==> config.mk <==
export PLATFORM = sky130hd
export DESIGN_NAME = alu_uart_if
export DESIGN_NICKNAME = d
export VERILOG_FILES = /design/src/rtl/alu_uart_if.sv
export SDC_FILE = /design/constraint.sdc
export NUM_CORES = 1
export LEC_CHECK = 0
export ABC_CLOCK_PERIOD_IN_PS = 1600
export BUFFER_PORTS_ARGS = -buffer_cell sky130_fd_sc_hd__buf_2
export CORE_ASPECT_RATIO = 0.8
export CORE_MARGIN = 2
export CORE_UTILIZATION = 48
export DETAILED_ROUTE_END_ITERATION = 16
export PLACE_DENSITY = 0.75
export SKIP_LAST_GASP = 1
export SYNTH_ARGS = -nofsm -noshare
export SYNTH_HDL_FRONTEND = slang
export SYNTH_SLANG_ARGS = --single-unit
==> constraint.sdc <==
create_clock -name i_clk -period 1.6 [get_ports i_clk]
set_input_delay 0 -clock i_clk [delete_from_list [all_inputs] [get_ports i_clk]]
set_output_delay 0 -clock i_clk [all_outputs]
set_load 0.05 [all_outputs]
==> src/rtl/alu_uart_if.sv <==
// Byte-stream host interface for the ALU: collects A, B, OP (and SHAMT when
// ALU_IF_SHAMT_EN is defined) little-endian, runs one ALU op, then returns the result byte by byte.
module alu_uart_if #(
  parameter int NB_DATA        = 8,
  parameter int NB_OP          = 6,
  parameter int TIMEOUT_CYCLES = 100000
) (
  input  logic               i_clk,
  input  logic               i_rst_n,
  input  logic [7:0]         i_rx_data,
  input  logic               i_rx_valid,
  output logic [7:0]         o_tx_data,
  output logic               o_tx_start,
  input  logic               i_tx_done,
  output logic [NB_OP-1:0]   o_alu_op,
  output logic [NB_DATA-1:0] o_alu_data_A,
  output logic [NB_DATA-1:0] o_alu_data_B,
  output logic [4:0]         o_alu_shamt,
  input  logic [NB_DATA-1:0] i_alu_result,
  output logic               o_busy
);
  localparam int NBYTES = NB_DATA / 8;
  localparam int IW     = (NBYTES > 1) ? $clog2(NBYTES) : 1;
  localparam int CW     = $clog2(TIMEOUT_CYCLES + 1);

  typedef enum logic [2:0] {RX_A, RX_B, RX_OP, RX_SHAMT, EXEC, TX_LOAD, TX_WAIT} state_t;

  state_t             state_q, state_d;
  logic [IW-1:0]      idx_q, idx_d, nidx;
  logic [CW-1:0]      cnt_q, cnt_d;
  logic               started_q, started_d;
  logic [NB_DATA-1:0] a_q, a_d, b_q, b_d, res_q, res_d;
  logic [NB_OP-1:0]   op_q, op_d;
  logic [7:0]         tx_data_q, tx_data_d;
  logic               rx_st, tmo, last_idx;
`ifdef ALU_IF_SHAMT_EN
  logic [4:0]         shamt_q, shamt_d;
`endif

  assign rx_st    = (state_q == RX_A) || (state_q == RX_B) ||
                    (state_q == RX_OP) || (state_q == RX_SHAMT);
  // Timeout only arms once a frame is partially received; it beats a same-cycle byte.
  assign tmo      = rx_st && started_q && (cnt_q == CW'(TIMEOUT_CYCLES));
  assign last_idx = (idx_q == IW'(NBYTES - 1));
  assign nidx     = idx_q + 1'b1;

  always_comb begin
    state_d   = state_q;
    idx_d     = idx_q;
    started_d = started_q;
    a_d       = a_q;
    b_d       = b_q;
    op_d      = op_q;
    res_d     = res_q;
    tx_data_d = tx_data_q;
`ifdef ALU_IF_SHAMT_EN
    shamt_d   = shamt_q;
`endif
    cnt_d     = (rx_st && started_q && !i_rx_valid) ? cnt_q + 1'b1 : '0;
    if (tmo) begin
      state_d   = RX_A;
      idx_d     = '0;
      started_d = 1'b0;
      cnt_d     = '0;
    end else begin
      case (state_q)
        RX_A: if (i_rx_valid) begin
          a_d[{idx_q, 3'b000} +: 8] = i_rx_data;
          started_d = 1'b1;
          idx_d     = last_idx ? '0 : nidx;
          if (last_idx) state_d = RX_B;
        end
        RX_B: if (i_rx_valid) begin
          b_d[{idx_q, 3'b000} +: 8] = i_rx_data;
          idx_d = last_idx ? '0 : nidx;
          if (last_idx) state_d = RX_OP;
        end
        RX_OP: if (i_rx_valid) begin
          op_d = i_rx_data[NB_OP-1:0];
`ifdef ALU_IF_SHAMT_EN
          state_d = RX_SHAMT;
`else
          started_d = 1'b0;
          state_d   = EXEC;
`endif
        end
`ifdef ALU_IF_SHAMT_EN
        RX_SHAMT: if (i_rx_valid) begin
          shamt_d   = i_rx_data[4:0];
          started_d = 1'b0;
          state_d   = EXEC;
        end
`endif
        EXEC: begin
          res_d     = i_alu_result;
          tx_data_d = i_alu_result[7:0];
          state_d   = TX_LOAD;
        end
        TX_LOAD: state_d = TX_WAIT;
        TX_WAIT: if (i_tx_done) begin
          if (last_idx) begin
            idx_d   = '0;
            state_d = RX_A;
          end else begin
            idx_d     = nidx;
            tx_data_d = 8'(res_q >> {nidx, 3'b000});
            state_d   = TX_LOAD;
          end
        end
        default: begin
          state_d = RX_A;
          idx_d   = '0;
        end
      endcase
    end
  end

  always_ff @(posedge i_clk or negedge i_rst_n) begin
    if (!i_rst_n) begin
      state_q   <= RX_A;
      idx_q     <= '0;
      cnt_q     <= '0;
      started_q <= 1'b0;
      a_q       <= '0;
      b_q       <= '0;
      op_q      <= '1;
      res_q     <= '0;
      tx_data_q <= '0;
    end else begin
      state_q   <= state_d;
      idx_q     <= idx_d;
      cnt_q     <= cnt_d;
      started_q <= started_d;
      a_q       <= a_d;
      b_q       <= b_d;
      op_q      <= op_d;
      res_q     <= res_d;
      tx_data_q <= tx_data_d;
    end
  end

`ifdef ALU_IF_SHAMT_EN
  always_ff @(posedge i_clk or negedge i_rst_n) begin
    if (!i_rst_n) shamt_q <= '0;
    else          shamt_q <= shamt_d;
  end
  assign o_alu_shamt = shamt_q;
`else
  assign o_alu_shamt = 5'd0;
`endif

  assign o_alu_op     = op_q;
  assign o_alu_data_A = a_q;
  assign o_alu_data_B = b_q;
  assign o_tx_data    = tx_data_q;
  assign o_tx_start   = (state_q == TX_LOAD);
  assign o_busy       = (state_q != RX_A);
endmodule
==> results of run 1 <==
## sequential cells by signal, summed over array words and instances, names as in the netlist
register,flops
o_tx_data,8
started_q,1
o_alu_data_B,8
o_alu_op,6
cnt_q,17
state_q,3
o_alu_data_A,8
## tightest hold or removal path, stage by stage
cell and delay [ps]:
buf_2 130, nand2b_4 70, or3_4 120, a21oi_1 60
## repair_timing
action,CTS,global route
endpoints found under the hold margin,75,0
resized for setup,22,23
setup buffers,3,2
pin swaps,3,14
hold buffers,17,0
setup endpoints to repair,22,43
## final cells by class
class / instances / area, um2 / share of cell area
multi-input cells: 132 / 1210 / 0.354
well taps: 62 / 77.6 / 0.0227
inverters: 7 / 26.3 / 0.00768
clock inverters: 3 / 28.8 / 0.00841
repair buffers: 103 / 724 / 0.212
flip-flops and latches: 51 / 1280 / 0.375
clock buffers: 5 / 68.8 / 0.0201
## cell families after synthesis
kind of cell / after synthesis / share of synthesized area
compound gates: 11 / 0.0364
fa+ha+maj: 2 / 0.0104
xor+xnor: 15 / 0.0546
simple gates: 68 / 0.177
mux: 31 / 0.148
flops: 51 / 0.534
buf+inv: 18 / 0.0390
other cells: 1 / 0.00156
## routing by layer
metal,vias to the layer above,part of all wire
met1,945,0.44
met2,61,0.50
met4,0,0.020
met5,-,0
li1,868,-
met3,15,0.037
## report_power, final
part | internal, uW | switching (uW) | total, uW
clock | 325 | 471 | 796
sequential | 1800 | 300 | 2100
combinational | 1270 | 2300 | 3570
## through the flow
| stage | TNS (ps) | cell area (um2) | hold slack [ps] | worst slack, ps |
|---|---|---|---|---|
| 3_5_place_dp | -3440 | 2920 | 153 | -197 |
| 4_1_cts | -2900 | 3310 | 126 | -157 |
| 3_3_place_gp | -2230 | 2920 | 146 | -129 |
| 5_1_grt | -5540 | 3420 | 113 | -188 |
| 6_report | -2930 | 3420 | 107 | -125 |
| 2_1_floorplan | -722 | 2430 | -296 | -51.7 |
## path summary, 6_finish.rpt
path	start	endpoint	depth (start not counted)
max	cnt_q[1]$_DFF_PN0_	o_alu_data_A[4]$_DFFE_PN0P_	7
min	i_rx_valid	started_q$_DFFE_PN0P_	4
max reg2reg	cnt_q[1]$_DFF_PN0_	o_alu_data_A[4]$_DFFE_PN0P_	7
min reg2reg	o_tx_data[6]$_DFFE_PN0P_	o_tx_data[6]$_DFFE_PN0P_	1
max in group asynchronous	i_rst_n	state_q[2]$_DFFE_PN0P_	3
min in group asynchronous	i_rst_n	o_tx_data[2]$_DFFE_PN0P_	3
## cell usage in the layout (no fill, tap or decap), drive strengths merged, types with 6 or more instances in the layout
master | Yosys | final
xnor2 | 12 | 12
buf | 9 | 86
dfrtp | 45 | 45
nor2 | 25 | 25
dfstp | 6 | 6
nand3 | 8 | 8
inv | 7 | 8
mux2 | 30 | 30
dlygate4sd3 | 0 | 17
nor3 | 6 | 6
==> reports/qor.yml, run 1 <==
total_power_uw: 6460
core_area_um2: 4920
viasPerCell: 5.20
required_ps: 1800
timing.max_cap.violations: 0
cp_max_fo: 8
hp-class: "input port to flop"
yosys-top-cells-count: "dfrtp_1, nor2_1, mux2_2"
clockBufferDepth: 2
clkSlewWorstSetupHoldPaths_ps: 100
grt_max_degree: 52
yosysWarningCount: 0
ys_types: 39
hold_viol_final: 0
use_met3: 0.0440
crit_path_end_kind: "flop"
track_usage: 0.211
cts_tree: "yes"
synth-seq-cells: 51
drc_errors: 0
post-route-util: 0.696
r2r_setup_slack_ps: -130
nNetsFinal: 322
vias: 1889
gp_congestion: 0.864
crit_family: "flip-flops"
slowest_stage: "dfrtp_1"
crit_arrival_ps: 1930
area_growth_syn_to_layout_pct: 42.3
slowest_delay_ps: 410
clock_sinks: 51
fin_ws_ps: -125
netlist_area_um2: 2410
ys_seq_area_frac: 0.534
syn_inst: 197
synth_edf_count: 0
setup_violations: 38
violations: "negative setup slack"
rsz0062_at_grt: "yes"
grt_pass1_wl_mm: 9.27
tightest_slew_ps: 637
finClkSkew_ps: 7.46
cp-start-kind: "flop"
fin_crit_ps: 1730
die_area_um2: 5600
initial_core_util: 0.489
drv_slew: 0
synth_top_area_share: 0.468
die_x_um: 83.2
io_buffers: 51
dp_cells: 333
use_met2: 0.342
syn_avg_cell_area_um2: 12.2
ios: 57
max-slew-margin-rel: 0.575
fin_crit_sh: 1.08
drive_above_1_share: 0.525
p_leak_uw: 0.00159
yosys-top-cells-area: "dfrtp_1, mux2_2, dfstp_2, xnor2_1, nor2_1"
grt-ovfl-total: 0
finalWirelength_mm: 6.04
use_met1: 0.287
ys.flop_type: "dfrtp_1"
path_buf_inv: 2
fillers: 331
ant_nets: 0
hpwl_mm: 3.56
diodes: 0
firstDrtPassIters: 5
insertion_delay_ps: 310
cts_buffers: 5
ys_async_sr_fraction: 1.00
powerDensity_nw_per_um2: 1890
path_class: "flop to flop"
fmax_mhz: 580
row_count: 23
grt_pass1_vias: 1848
cts_root_buf: "clkbuf_8"
wl_per_cell_um: 16.6
status: "complete, but fails checks"
dieHeight_um: 67.3
crit_chain: "inv_2, ha_4, and4b_2, nand3_4, o21bai_4, buf_12, mux2_4"
ir_worst_vdd_uv: 1560
instances_no_fill: 363
synthMostInstantiatedCell: "dfrtp_1"
cts_max_level: 2
antenna_found_initial: 0
busiest_layer: "met2"
drt_iter0_drc: 136
yosysTopAreaCell: "dfrtp_1"
Power figures use the tool's default switching activity.
==> inputs of run 2 (changes only) <==
--- a/config.mk
+++ b/config.mk
@@ -5,13 +5,13 @@
 export SDC_FILE = /design/constraint.sdc
 export NUM_CORES = 1
 export LEC_CHECK = 0
-export ABC_CLOCK_PERIOD_IN_PS = 1600
+export ABC_CLOCK_PERIOD_IN_PS = 1840
 export BUFFER_PORTS_ARGS = -buffer_cell sky130_fd_sc_hd__buf_2
 export CORE_ASPECT_RATIO = 0.8
 export CORE_MARGIN = 2
-export CORE_UTILIZATION = 48
+export CORE_UTILIZATION = 53
 export DETAILED_ROUTE_END_ITERATION = 16
-export PLACE_DENSITY = 0.75
+export PLACE_DENSITY = 0.79
 export SKIP_LAST_GASP = 1
 export SYNTH_ARGS = -nofsm -noshare
 export SYNTH_HDL_FRONTEND = slang
==> constraint.sdc (replaced) <==
create_clock -name i_clk -period 1.84 [get_ports i_clk]
set_input_delay 0 -clock i_clk [delete_from_list [all_inputs] [get_ports i_clk]]
set_output_delay 0 -clock i_clk [all_outputs]
set_load 0.05 [all_outputs]
==> reports/qor.yml, run 2 (synthesized netlist as in run 1, its figures left out) <==
status: "complete, no violations"  # was complete, but fails checks
hpwl_mm: 3.40  # was 3.56 mm
fmax_mhz: 567  # was 580 MHz
layout_common_cells: "buf_2, dfrtp_1, nor2_1"  # was buf_2, dfrtp_1, buf_4
required_ps: 2040  # was 1800 ps
drv_slew: 0  # unchanged
die_x_um: 79.3  # was 83.2 um
ant_nets: 0  # unchanged
final_common_cell: "buf_2"  # unchanged
clock_sinks: 51  # unchanged
nNetsFinal: 307  # was 322
ir_worst_vdd_uv: 1200  # was 1560 uV
use_met1: 0.281  # was 0.287
die_area_um2: 5100  # was 5600 um2
rsz0062_at_grt: "no"  # was yes
cp_max_fo: 8  # unchanged
crit_path_start: "cnt_q[14]$_DFF_PN0_"  # was cnt_q[1]$_DFF_PN0_
regMostFlops: "cnt_q"  # unchanged
cts_buffers: 5  # unchanged
core_area_um2: 4280  # was 4920 um2
drt_iter0_drc: 86  # was 136
tightest_slew_ps: 618  # was 637 ps
reg2reg_depth: 4  # was 7
multi_input_area_um2: 1060  # was 1210 um2
insertion_delay_ps: 300  # was 310 ps
fin_ws_ps: 76.9  # was -125 ps
clkSlewWorstSetupHoldPaths_ps: 100  # about the same
r2r_setup_slack_ps: 80  # was -130 ps
cts_root_buf: "clkbuf_8"  # unchanged
cp-start-kind: "flop"  # unchanged
p_leak_uw: 0.00139  # was 0.00159 uW
gp_congestion: 0.881  # was 0.864
max-slew-margin-rel: 0.588  # was 0.575
busiest_layer: "met2"  # unchanged
seqCellArea_um2: 1280  # about the same
area_growth_syn_to_layout_pct: 30.0  # was 42.3%
power.internal_uw: 2700  # was 3390 uW
diodes: 0  # unchanged
track_usage: 0.212  # was 0.211
r2r_start: "cnt_q[14]$_DFF_PN0_"  # was cnt_q[1]$_DFF_PN0_
finClkSkew_ps: 9.01  # was 7.46 ps
switching_share: 0.481  # was 0.475
firstDrtPassIters: 4  # was 5
cts_max_level: 2  # unchanged
drive_above_1_share: 0.430  # was 0.525
largest_reg_flops: 17  # unchanged
use_met2: 0.353  # was 0.342
fin_crit_ps: 1760  # was 1730 ps
fillers: 296  # was 331
tns_ps: 0  # was -2930 ps
combPwrFrac: 0.525  # was 0.552
reg2reg_to: "o_alu_data_B[5]$_DFFE_PN0P_"  # was o_alu_data_A[4]$_DFFE_PN0P_
initial_core_util: 0.562  # was 0.489
powerDensity_nw_per_um2: 1660  # was 1890 nW/um2
hp-class: "input port to flop"  # unchanged
clkPwrFrac: 0.130  # was 0.123
ios: 57  # unchanged
cts_tree: "yes"  # unchanged
clockBufferDepth: 2  # unchanged
whs_ps: 128  # was 107 ps
vias: 1751  # was 1889
timing.max_cap.violations: 0  # unchanged
setup_violations: 0  # was 38
crit_arrival_ps: 1960  # was 1930 ps
seqPwrFrac: 0.346  # was 0.325
grt-ovfl-total: 0  # unchanged
row_count: 21  # was 23
path_class: "flop to flop"  # unchanged
place_worst_setup_slack_ps: -30.0  # was -197 ps
finalWirelength_mm: 4.88  # was 6.04 mm
fin_crit_sh: 0.958  # was 1.08
io_buffers: 51  # unchanged
grt_max_degree: 52  # unchanged
crit_path_end_kind: "flop"  # unchanged
use_met3: 0.0494  # was 0.0440
dieHeight_um: 64.3  # was 67.3 um
power_switching_uw: 2490  # was 3070 uW
viasPerCell: 5.10  # was 5.20
wl_per_cell_um: 14.2  # was 16.6 um
antenna_found_initial: 0  # unchanged
drc_errors: 0  # unchanged
hold_viol_final: 0  # unchanged
grt_pass1_wl_mm: 8.36  # was 9.27 mm
endpoint: "o_alu_data_B[5]$_DFFE_PN0P_"  # was o_alu_data_A[4]$_DFFE_PN0P_
grt_pass1_vias: 1803  # was 1848
run 2: cell count changes in the layout (fill, tap and decap cells not counted), sizes merged:
| cell | previous run | this run |
|---|---|---|
| clkinvlp | 0 | 1 |
| inv | 8 | 9 |
| clkinv | 2 | 0 |
| buf | 86 | 71 |
run 2: worst max-delay path, stage by stage (launching register included):
cell	delay [ps]
dfrtp_1	440
nor4b_4	380
nand3_4	160
o21ai_4	290
mux2_2	380
run 2: stage by stage:
step / util / instance area (um2) / std cells / power [uW]
global placement: 0.657 / 2820 / 316 / 4410
finish: 0.730 / 3130 / 343 / 5190
floorplan: - / 2420 / 201 / 3840
global route: 0.730 / 3130 / 343 / 5440
detailed placement: 0.657 / 2820 / 316 / 4460
CTS: 0.726 / 3110 / 342 / 5200
run 2: power groups by stage:
stage | sequential, uW | combinational [uW] | clock (uW)
2_1_floorplan | 2980 | 862 | 0
3_3_place_gp | 1810 | 2600 | 0
3_5_place_dp | 1810 | 2640 | 0
4_1_cts | 1800 | 2710 | 690
5_1_grt | 1850 | 2850 | 739
6_report | 1790 | 2720 | 672
run 2: layer usage:
metal,routed length [um],part of all wire
met1,2190,0.45
met2,2390,0.49
met3,263,0.054
met4,44,0.0090
met5,0,0
run 2: worst min path at each step:
stage	from	endpoint	slack (ps)	depth (start not counted)
floorplan	i_rst_n	cnt_q[0]$_DFF_PN0_	-300	0
global placement	i_rst_n	o_tx_data[0]$_DFFE_PN0P_	140	2
detailed placement	i_rst_n	o_tx_data[0]$_DFFE_PN0P_	140	2
CTS	i_rx_valid	started_q$_DFFE_PN0P_	120	4
global route	i_rx_valid	state_q[0]$_DFFE_PN0P_	150	4
finish	i_rx_valid	started_q$_DFFE_PN0P_	130	4
run 2: cell type report:
class	count	area share
timing repair buffer	88	0.188
clock buffer	5	0.0220
clock inverter	3	0.00880
sequential	51	0.411
tap	57	0.0228
multi-input combinational	132	0.339
inverter	7	0.00840
run 2: what timing repair did:
| item | CTS | global route |
|---|---|---|
| gates cloned | 0 | 0 |
| hold buffers | 17 | 0 |
| buffers inserted | 1 | 1 |
| gates resized for setup | 1 | 2 |
| hold endpoints to repair | 75 | 0 |
| setup endpoints to repair | 14 | 22 |
| pin swaps | 2 | 3 |
==> inputs of run 3 (changes only) <==
--- a/config.mk
+++ b/config.mk
@@ -5,7 +5,7 @@
 export SDC_FILE = /design/constraint.sdc
 export NUM_CORES = 1
 export LEC_CHECK = 0
-export ABC_CLOCK_PERIOD_IN_PS = 1840
+export ABC_CLOCK_PERIOD_IN_PS = 1650
 export BUFFER_PORTS_ARGS = -buffer_cell sky130_fd_sc_hd__buf_2
 export CORE_ASPECT_RATIO = 0.8
 export CORE_MARGIN = 2
==> constraint.sdc (replaced) <==
create_clock -name i_clk -period 1.65 [get_ports i_clk]
set_input_delay 0 -clock i_clk [delete_from_list [all_inputs] [get_ports i_clk]]
set_output_delay 0 -clock i_clk [all_outputs]
set_load 0.05 [all_outputs]
==> reports/qor.yml, run 3 (synthesized netlist as in run 1, its figures left out) <==
drv_slew: 0  # unchanged
reg2reg_to: "o_alu_data_A[1]$_DFFE_PN0P_"  # was o_alu_data_B[5]$_DFFE_PN0P_
violations: "negative setup slack"
grt-ovfl-total: 0  # unchanged
regMostFlops: "cnt_q"  # unchanged
cts_max_level: 2  # unchanged
path_class: "flop to flop"  # unchanged
slowest_stage: "dfrtp_2"  # was dfrtp_1
powerDensity_nw_per_um2: 1870  # was 1660 nW/um2
clkPwrFrac: 0.141  # was 0.130
nNetsFinal: 319  # was 307
clock_sinks: 51  # unchanged
setup_violations: 39  # was 0
max-slew-margin-rel: 0.615  # was 0.588
whs_ps: 119  # was 128 ps
status: "complete, but fails checks"  # was complete, no violations
power_switching_uw: 2990  # was 2490 uW
p_leak_uw: 0.00164  # was 0.00139 uW
firstDrtPassIters: 5  # was 4
finClkSkew_ps: 13.4  # was 9.01 ps
diodes: 0  # unchanged
crit_family: "simple AND/OR/NAND/NOR gates"  # unchanged
grt_max_degree: 27  # was 52
track_usage: 0.263  # was 0.212
timing.max_cap.violations: 0  # unchanged
hold_viol_final: 0  # unchanged
clockBufferDepth: 2  # unchanged
slowest_delay_ps: 460  # was 440 ps
crit_path_end_kind: "flop"  # unchanged
hpwl_mm: 3.70  # was 3.40 mm
tns_ps: -3430  # was 0 ps
hp-start: "i_rx_valid"  # unchanged
grt_pass1_vias: 1930  # was 1803
drive_above_1_share: 0.497  # was 0.430
path_buf_inv: 1  # was 0
r2r_start: "state_q[2]$_DFFE_PN0P_"  # was cnt_q[14]$_DFF_PN0_
cts_tree: "yes"  # unchanged
power.internal_uw: 3430  # was 2700 uW
dieHeight_um: 64.3  # unchanged
fin_crit_sh: 1.09  # was 0.958
io_buffers: 51  # unchanged
holdPathEnd: "started_q$_DFFE_PN0P_"  # unchanged
drc_errors: 0  # unchanged
wl_per_cell_um: 19.5  # was 14.2 um
place_worst_setup_slack_ps: -191  # was -30.0 ps
cp_max_fo: 8  # unchanged
crit_chain: "nor4b_4, nand3_4, o21bai_4, buf_12, mux2_4"  # was nor4b_4, nand3_4, o21ai_4, mux2_2
grt_pass1_wl_mm: 10.0  # was 8.36 mm
switching_share: 0.466  # was 0.481
layout_common_cells: "buf_2, dfrtp_1, buf_4"  # was buf_2, dfrtp_1, nor2_1
die_area_um2: 5100  # unchanged
final_common_cell: "buf_2"  # unchanged
finalWirelength_mm: 6.93  # was 4.88 mm
required_ps: 1860  # was 2040 ps
largest_reg_flops: 17  # unchanged
crit_arrival_ps: 2000  # was 1960 ps
clkSlewWorstSetupHoldPaths_ps: 100  # about the same
tightest_slew_ps: 578  # was 618 ps
fmax_mhz: 557  # was 567 MHz
rsz0062_at_grt: "yes"  # was no
gp_congestion: 0.820  # was 0.881
drt_iter0_drc: 161  # was 86
cts_root_buf: "clkbuf_8"  # unchanged
hp-class: "input port to flop"  # unchanged
fillers: 240  # was 296
ios: 57  # unchanged
ir_worst_vdd_uv: 1660  # was 1200 uV
holdPathStages: 4  # unchanged
cp-start-kind: "flop"  # unchanged
combPwrFrac: 0.543  # was 0.525
core_area_um2: 4280  # unchanged
row_count: 21  # unchanged
fin_ws_ps: -145  # was 76.9 ps
vias: 1968  # was 1751
antenna_found_initial: 0  # unchanged
post-route-util: 0.802  # was 0.730
seqPwrFrac: 0.316  # was 0.346
viasPerCell: 5.54  # was 5.10
die_x_um: 79.3  # unchanged
r2r_setup_slack_ps: -140  # was 80 ps
cts_buffers: 5  # unchanged
area_growth_syn_to_layout_pct: 42.8  # was 30.0%
ant_nets: 0  # unchanged
fin_crit_ps: 1790  # was 1760 ps
initial_core_util: 0.562  # unchanged
cp.depth: 5  # was 4
reg2reg_depth: 5  # was 4
insertion_delay_ps: 320  # was 300 ps
## run 3: changes by cell type in the layout (fill, tap and decap cells not counted), sizes merged
cell    previous run  this run
inv                9         8
bufinv             0         1
buf               71        83
## run 3: routing by layer
metal  GRT usage  up-vias  routed length, um  share of wire
met3      0.0551       25                417          0.060
met5           0        -                  0              0
li1            -      867                  -              -
met1       0.351      964               2770           0.40
met2       0.429      112               3570           0.51
met4      0.0884        0                178          0.026
## run 3: what timing repair did
action,CTS,global route
setup endpoints to repair,22,28
hold buffers,17,0
endpoints found under the hold margin,50,0
setup buffers,2,2
gates cloned,0,1
pin swaps,4,8
resized for setup,21,20
## run 3: area by class of cell
class,instances,area (um2),share of cell area
multi-input combinational,132,1220,0.355
clock inverter,3,46.3,0.0135
tap,57,71.3,0.0208
sequential,51,1280,0.374
inverter,7,26.3,0.00765
clock buffer,5,68.8,0.0200
timing repair buffer,100,718,0.209
## run 3: through the flow
step	area (um2)	std cells	total power [uW]
after floorplan	2420	201	4280
after global placement	2900	325	4960
after detailed placement	2900	325	5050
after CTS	3300	352	6240
after global routing	3440	355	6670
final	3440	355	6420
## run 3: power groups by stage
| stage | Clock [uW] | Combinational (uW) | Sequential, uW |
|---|---|---|---|
| 4_1_cts | 900 | 3340 | 2000 |
| 2_1_floorplan | 0 | 962 | 3320 |
| 3_3_place_gp | 0 | 2970 | 1980 |
| 5_1_grt | 966 | 3640 | 2070 |
| 6_report | 903 | 3490 | 2030 |
| 3_5_place_dp | 0 | 3050 | 2000 |
## run 3: how the worst max path moves through the flow
stage / from / end
after detailed placement: cnt_q[6]$_DFF_PN0_ / o_alu_data_B[5]$_DFFE_PN0P_
after global placement: cnt_q[6]$_DFF_PN0_ / o_alu_data_A[5]$_DFFE_PN0P_
after global routing: state_q[2]$_DFFE_PN0P_ / o_alu_data_A[1]$_DFFE_PN0P_
after floorplan: cnt_q[2]$_DFF_PN0_ / o_alu_data_A[0]$_DFFE_PN0P_
final: state_q[2]$_DFFE_PN0P_ / o_alu_data_A[1]$_DFFE_PN0P_
after CTS: cnt_q[3]$_DFF_PN0_ / o_alu_data_B[5]$_DFFE_PN0P_
## run 3: worst register-to-register path, delay by kind of cell (launching register included)
family	cells	cell delay [ps]
multiplexers	1	310
flip-flops	1	460
AND/OR/NAND/NOR	2	580
buffers and inverters	1	170
AO/OA/AOI/OAI	1	200
